### src/rtl/regfile_mp.sv
// Multi-port register file with issue scoreboard and a sequential clear engine.
// Two write ports, NRD combinational read ports, optional zero register and write forwarding.
module regfile_mp #(
  parameter int XLEN     = 32,
  parameter int NREGS    = 32,
  parameter int NRD      = 2,
  parameter int ZERO_REG = 1,
  parameter int BYPASS   = 1,
  localparam int AW      = $clog2(NREGS)
) (
  input  logic               clk,
  input  logic               rst,
  input  logic               we0,
  input  logic               we1,
  input  logic [AW-1:0]      waddr0,
  input  logic [AW-1:0]      waddr1,
  input  logic [XLEN-1:0]    wdata0,
  input  logic [XLEN-1:0]    wdata1,
  input  logic [NRD*AW-1:0]  raddr,
  output logic [NRD*XLEN-1:0] rdata,
  output logic [NRD-1:0]     rbusy,
  input  logic               iss_valid,
  input  logic [AW-1:0]      iss_rd,
  input  logic               clr_req,
  output logic               clr_busy,
  output logic               clr_done
);

  typedef enum logic [1:0] {IDLE = 2'd0, SWEEP = 2'd1, DONE = 2'd2} clr_state_e;

  clr_state_e       state_q, state_d;
  logic [AW-1:0]    idx_q, idx_d;
  logic [XLEN-1:0]  regs_q [NREGS];
  logic [XLEN-1:0]  regs_d [NREGS];
  logic [NREGS-1:0] busy_q, busy_d;
  logic             wr0_ok, wr1_ok, iss_ok, clr_start, fwd_en;
  logic [AW-1:0]    ra;

  // The clear engine owns the array while it runs: all external updates are locked out.
  assign wr0_ok    = we0 && !clr_busy && !((ZERO_REG != 0) && (waddr0 == '0));
  assign wr1_ok    = we1 && !clr_busy && !((ZERO_REG != 0) && (waddr1 == '0));
  assign iss_ok    = iss_valid && !clr_busy;
  assign clr_start = clr_req && (state_q == IDLE);
  assign fwd_en    = (BYPASS != 0) && rst && !clr_busy;

  always_ff @(posedge clk or negedge rst) begin
    if (!rst) begin
      state_q <= IDLE;
      idx_q   <= '0;
    end else begin
      // NOTE: sequential state uses non-blocking assignments so every flop samples pre-edge values.
      state_q <= state_d;
      idx_q   <= idx_d;
    end
  end

  always_comb begin
    state_d = state_q;
    idx_d   = idx_q;
    unique case (state_q)
      IDLE: begin
        if (clr_req) begin
          state_d = SWEEP;
          idx_d   = '0;
        end
      end
      SWEEP: begin
        idx_d = idx_q + AW'(1);
        if (idx_q == AW'(NREGS - 1)) state_d = DONE;
      end
      DONE:    state_d = IDLE;
      default: state_d = IDLE;
    endcase
  end

  always_comb begin
    clr_busy = (state_q != IDLE);
    clr_done = (state_q == DONE);
  end

  // Port 1 is applied last so it wins on an address collision; issue is applied after
  // the write-side clears so a same-cycle set wins.
  always_comb begin
    regs_d = regs_q;
    busy_d = busy_q;
    if (state_q == SWEEP) regs_d[idx_q] = '0;
    if (wr0_ok) begin
      regs_d[waddr0] = wdata0;
      busy_d[waddr0] = 1'b0;
    end
    if (wr1_ok) begin
      regs_d[waddr1] = wdata1;
      busy_d[waddr1] = 1'b0;
    end
    if (iss_ok) busy_d[iss_rd] = 1'b1;
    if (clr_start) busy_d = '0;
  end

  always_ff @(posedge clk or negedge rst) begin
    if (!rst) begin
      busy_q <= '0;
      // NOTE: the array lives in flops with async reset because reset must zero every entry at once.
      for (int i = 0; i < NREGS; i++) regs_q[i] <= '0;
    end else begin
      busy_q <= busy_d;
      regs_q <= regs_d;
    end
  end

  always_comb begin
    rdata = '0;
    rbusy = '0;
    ra    = '0;
    for (int k = 0; k < NRD; k++) begin
      ra = raddr[k*AW +: AW];
      if ((ZERO_REG != 0) && (ra == '0)) begin
        rdata[k*XLEN +: XLEN] = '0;
      end else if (fwd_en && we1 && (waddr1 == ra)) begin
        rdata[k*XLEN +: XLEN] = wdata1;
      end else if (fwd_en && we0 && (waddr0 == ra)) begin
        rdata[k*XLEN +: XLEN] = wdata0;
      end else begin
        rdata[k*XLEN +: XLEN] = regs_q[ra];
      end
      rbusy[k] = busy_q[ra] && !((ZERO_REG != 0) && (ra == '0));
    end
  end

endmodule

### config.mk
export PLATFORM = sky130hd
export DESIGN_NAME = regfile_mp
export DESIGN_NICKNAME = d
export VERILOG_FILES = /design/src/rtl/regfile_mp.sv
export SDC_FILE = /design/constraint.sdc
export NUM_CORES = 2
export LEC_CHECK = 0
export CORE_ASPECT_RATIO = 1.75
export CORE_MARGIN = 1
export CORE_UTILIZATION = 40
export DETAILED_ROUTE_END_ITERATION = 8
export GPL_ROUTABILITY_DRIVEN = 0
export GPL_TIMING_DRIVEN = 0
export PLACE_DENSITY_LB_ADDON = 0.08
export SYNTH_ARGS = -nofsm -noshare
export SYNTH_HDL_FRONTEND = slang
export SYNTH_SLANG_ARGS = --single-unit
### constraint.sdc
create_clock -name clk -period 4.74 [get_ports clk]
set_input_delay 1.422 -clock clk [delete_from_list [all_inputs] [get_ports clk]]
set_output_delay 1.422 -clock clk [all_outputs]
set_load 0.05 [all_outputs]
==> results of run 1 <==
[Yosys cell counts (all sizes together) (43+ instances only)]
cell type / number
o221ai: 93
mux2i: 258
a22o: 63
a31oi: 678
nor2: 893
a32oi: 52
nand3: 791
mux4: 405
o211ai: 90
and3: 243
mux2: 44
a21oi: 360
a221o: 43
nand2: 872
buf: 249
o21a: 90
a211oi: 57
o21ai: 156
dfrtp: 1063
clkbuf: 760
and2: 48
[cells by family after synthesis]
kind of cell	count (synthesis)	synth area share
simple gates	2953	0.193
compound gates	1827	0.175
flops	1063	0.388
buf+inv	1019	0.0617
mux	707	0.178
xor+xnor	21	0.00269
fa+ha+maj	5	0.000913
[routing by layer]
layer	GRT overflow	track usage
met3	2	0.328
met5	0	0.0631
met4	12	0.600
met1	0	0.563
met2	16	0.805
[per-stage QoR]
step / instances / hold WS [ns] / TNS, ns / util
after CTS: 10253 / 0.510 / -32.18 / 0.482
after detailed placement: 9939 / 0.492 / -599.18 / 0.431
after global placement: 9929 / 0.484 / - / 0.429
after floorplan: 7595 / 0.463 / -0.511 / -
[repair_timing]
action	in CTS
endpoints found under the setup margin	86
gates resized for setup	1240
pin swaps	87
setup buffers	105
cloned	22
==> reports/results.tsv, run 1 <==
metric	value	unit
status	did not finish	
Halt Stage	5_1_grt	
tool error	[ERROR GRT-0116] Global routing finished with congestion. Check the congestion regions in the DRC Viewer.	
CTS Buf Count	109	
cell taking the most area after synthesis	dfrtp_1	
Synth area leaders	dfrtp_1, mux4_2, a31oi_1	
root buffer cell	clkbuf_16	
vias in the first global route	77567	
Sinks on Clock Net	1063	
Initial Utilization	0.403	
# IOs	163	
post-synth cell types	65	
number of buffers added on ports	112	
Hold Buf Count CTS	0	
post-synthesis sequential area ratio	0.388	
post-synth top area share	0.388	
die height	549	µm
std cell rows	200	
Synth Flop Type	dfrtp_1	
Synth async-reset ratio	1.00	
Cell Area, Placed	73200	µm²
H-tree levels	3	
largest net degree at the start of global routing	169	
all-layer global routing usage	0.573	
global-route wire length before repair	672000	µm
CTS Buffer Depth	3	
die width	315	µm
net count after synthesis	7695	
Mapped Area	68500	µm²
grt ovf	30	
Mean Syn Cell Area	9.02	µm²
EDFF count, synth	0	
Yosys reg bits	1063	
Detail Placement HPWL	350000	µm
Syn Inst Count	7595	
post-place setup slack	-3.68	ns
Synthesis Warnings	0	
==> run 2: changes to the inputs <==
- CORE_ASPECT_RATIO: 1.75 -> unset
- CORE_UTILIZATION: 40 -> 25
- PLACE_DENSITY_LB_ADDON: 0.08 -> 0.15
- clock period: 4.74 -> 6.15 ns (I/O delays scaled with it)
==> run 2 against run 1 <==
The flow now finishes, with violations (max-capacitance violations, max-slew violations, negative setup slack). Synthesized area unchanged. Synthesized cell count stayed put.
==> reports/results.tsv, run 2 <==
metric	value	unit
final setup vio count	61	
WHS Path Cells	1	
Pint	20.3	mW
Sinks on Clock Net	1063	
Post-route DRC	0	
worst setup margin	-0.376	ns
DRT Wirelength	477000	µm
Detailed Route Iter0 Violations	11106	
dpl cells	11295	
Area Growth Syn to Fin	25.5	%
post-synth cell types	65	
Fin Setup TNS	-10.79	ns
Max Slew Vio Count	9	
all-layer global routing usage	0.332	
Hold Buf Count CTS	0	
H-tree levels	4	
Sequential Power Share	0.376	
Final Hold Fails	0	
PwrDens	395	nW/µm²
HP Class	flip-flop to flip-flop	
Yosys reg bits	1063	
VDD IR max	0.000286	V
Worst-Margin Slew	1.60	ns
Mean Syn Cell Area	9.02	µm²
Synth async-reset ratio	1.00	
RSZ-0062 raised after global routing	yes	
largest registers	regs_q (1024), busy_q (32), idx_q (5)	
# IOs	163	
Mapped Area	68500	µm²
worst hold endpoint	regs_q[1002]	
Initial Utilization	0.252	
Synth Flop Type	dfrtp_1	
final worst path period share	1.06	
most common cell in the netlist	dfrtp_1	
Synthesis Warnings	0	
largest net degree at the start of global routing	152	
Final Util	0.316	
post-synth top area share	0.388	
Worst Setup End Kind	output port	
Comb pwr share	0.359	
slowest cell delay on critical path	0.55	ns
Post-synth top cells	dfrtp_1, nor2_1, nand2_1	
post-synthesis sequential area ratio	0.388	
Clk pwr share	0.265	
Worst EP arrival	4.68	ns
number of buffers added on ports	112	
fin nets	8122	
Setup CP Type	input pin to output port	
commonest non-fill, non-tap cells in the layout	dfrtp_1, nor2_1, nand2_1	
worst rel slew slack	-0.0733	
status	finished with violations	
Routed WL per cell	40.6	µm
grt ovf	0	
Worst Min Path Start	regs_q[1002]	
global-route wire length before repair	624000	µm
DRT antenna net count	0	
CTS Buffer Depth	3	
worst clock skew	0.0209	ns
most common cell after layout, fill and taps aside	dfrtp_1	
vias in the first global route	70678	
non-filler cells, final	11736	
capture point of the worst reg-to-reg path	regs_q[121]	
net count after synthesis	7695	
cell area after layout	85900	µm²
initial antenna violation count	45	
Critical Path RT	4.30	ns
Die ar.	276000	µm²
total power	33.9	mW
die height	525	µm
Syn Inst Count	7595	
Pre-antenna DRT Iters	7	
crit-path cells	buf_2 -> buf_12 -> buf_6 -> nor2_2 -> clkbuf_2 -> a221oi_4 -> nor4_2 -> a221o_2 -> buf_8	
core area	272000	µm²
Synth area leaders	dfrtp_1, mux4_2, a31oi_1	
reg2reg start	state_q[1]	
sw frac	0.401	
CP max stage cell	clkbuf_2	
cell taking the most area after synthesis	dfrtp_1	
R2R Setup Slk	1.53	ns
failing checks	max-capacitance violations, max-slew violations, negative setup slack	
Detail Placement HPWL	371000	µm
clock-pin slew on the worst setup and hold paths	0.05	ns
MaxCap Viol Count	1	
fmax	153	MHz
post-place setup slack	-3.94	ns
Worst-Skew Late Latency	0.85	ns
via count	73361	
min Tclk post-route	6.53	ns
EDFF count, synth	0	
Psw	13.6	mW
max reg flops	1024	
FF-to-FF path depth	8	
root buffer cell	clkbuf_16	
CTS Buf Count	141	
CP Launch Type	input pin	
hold_ws	0.508	ns
static leakage power	34.8	nW
routed vias/inst	6.25	
share of cells above drive strength 1	0.191	
Cell Area, Placed	74500	µm²
die width	525	µm
Biggest register	regs_q	
CTS tree	done	
Max FO, Critical Path	10	
std cell rows	191	
==> run 2: critical path: cells and delay by family <==
family | cells | cell delay (ns)
AO/OA/AOI/OAI | 2 | 1.04
AND/OR/NAND/NOR | 2 | 0.20
buffers and inverters | 5 | 1.49
==> run 2: power groups by stage <==
stage | clock, mW | combinational (mW) | sequential [mW]
2_1_floorplan | 0 | 7.13 | 11.1
3_3_place_gp | 0 | 10.3 | 12.4
3_5_place_dp | 0 | 10.6 | 12.5
4_1_cts | 8.97 | 11.4 | 12.4
5_1_grt | 9.21 | 12.6 | 12.9
6_report | 8.99 | 12.2 | 12.8
==> run 2: final cells by class <==
cell class | instances | area [µm²]
antenna | 33 | 82.6
tap | 3570 | 4470
fill | 27972 | 186000
inverter | 10 | 50.0
buffer | 999 | 5790
clock inverter | 40 | 453
multi-input combinational | 5513 | 40300
timing repair buffer | 294 | 3810
sequential | 1063 | 26600
clock buffer | 214 | 4340
==> run 2: how the worst max path moves through the flow <==
stage                       to     start  slack [ns]
floorplan             rbusy[0]  raddr[1]        0.13
global placement    regs_q[57]       rst      -52.14
detailed placement   rdata[19]       rst       -3.94
CTS                  rdata[18]  raddr[0]       -0.24
global route         rdata[21]  raddr[0]       -0.32
finish               rdata[21]  raddr[2]       -0.38
==> run 2: metal layers <==
| layer | up-vias | part of all wire | track usage |
|---|---|---|---|
| met3 | 1521 | 0.12 | 0.127 |
| met2 | 5609 | 0.42 | 0.488 |
| met5 | - | 0.0011 | 0.00554 |
| met1 | 37180 | 0.36 | 0.382 |
| li1 | 29041 | - | - |
| met4 | 10 | 0.098 | 0.276 |
==> run 2: what timing repair did <==
item / 4_1_cts / 5_1_grt
setup buffers: 94 / 55
pin swaps: 90 / 68
gates cloned: 19 / 3
gates resized for setup: 1350 / 227
endpoints found under the setup margin: 66 / 65
==> run 2: cell families (layout without fill, tap and decap cells) <==
logic type               count (synthesis)  after routing  synth area share
adder cells (fa/ha/maj)                  5              5          0.000913
buffers and inverters                 1019           1557            0.0617
flip-flops                            1063           1063             0.388
multiplexers                           707            707             0.178
AO/OA/AOI/OAI                         1827           1827             0.175
AND/OR/NAND/NOR                       2953           2953             0.193
XOR/XNOR                                21             21           0.00269
other                                    0             33                 0
Power figures use the tool's default switching activity.
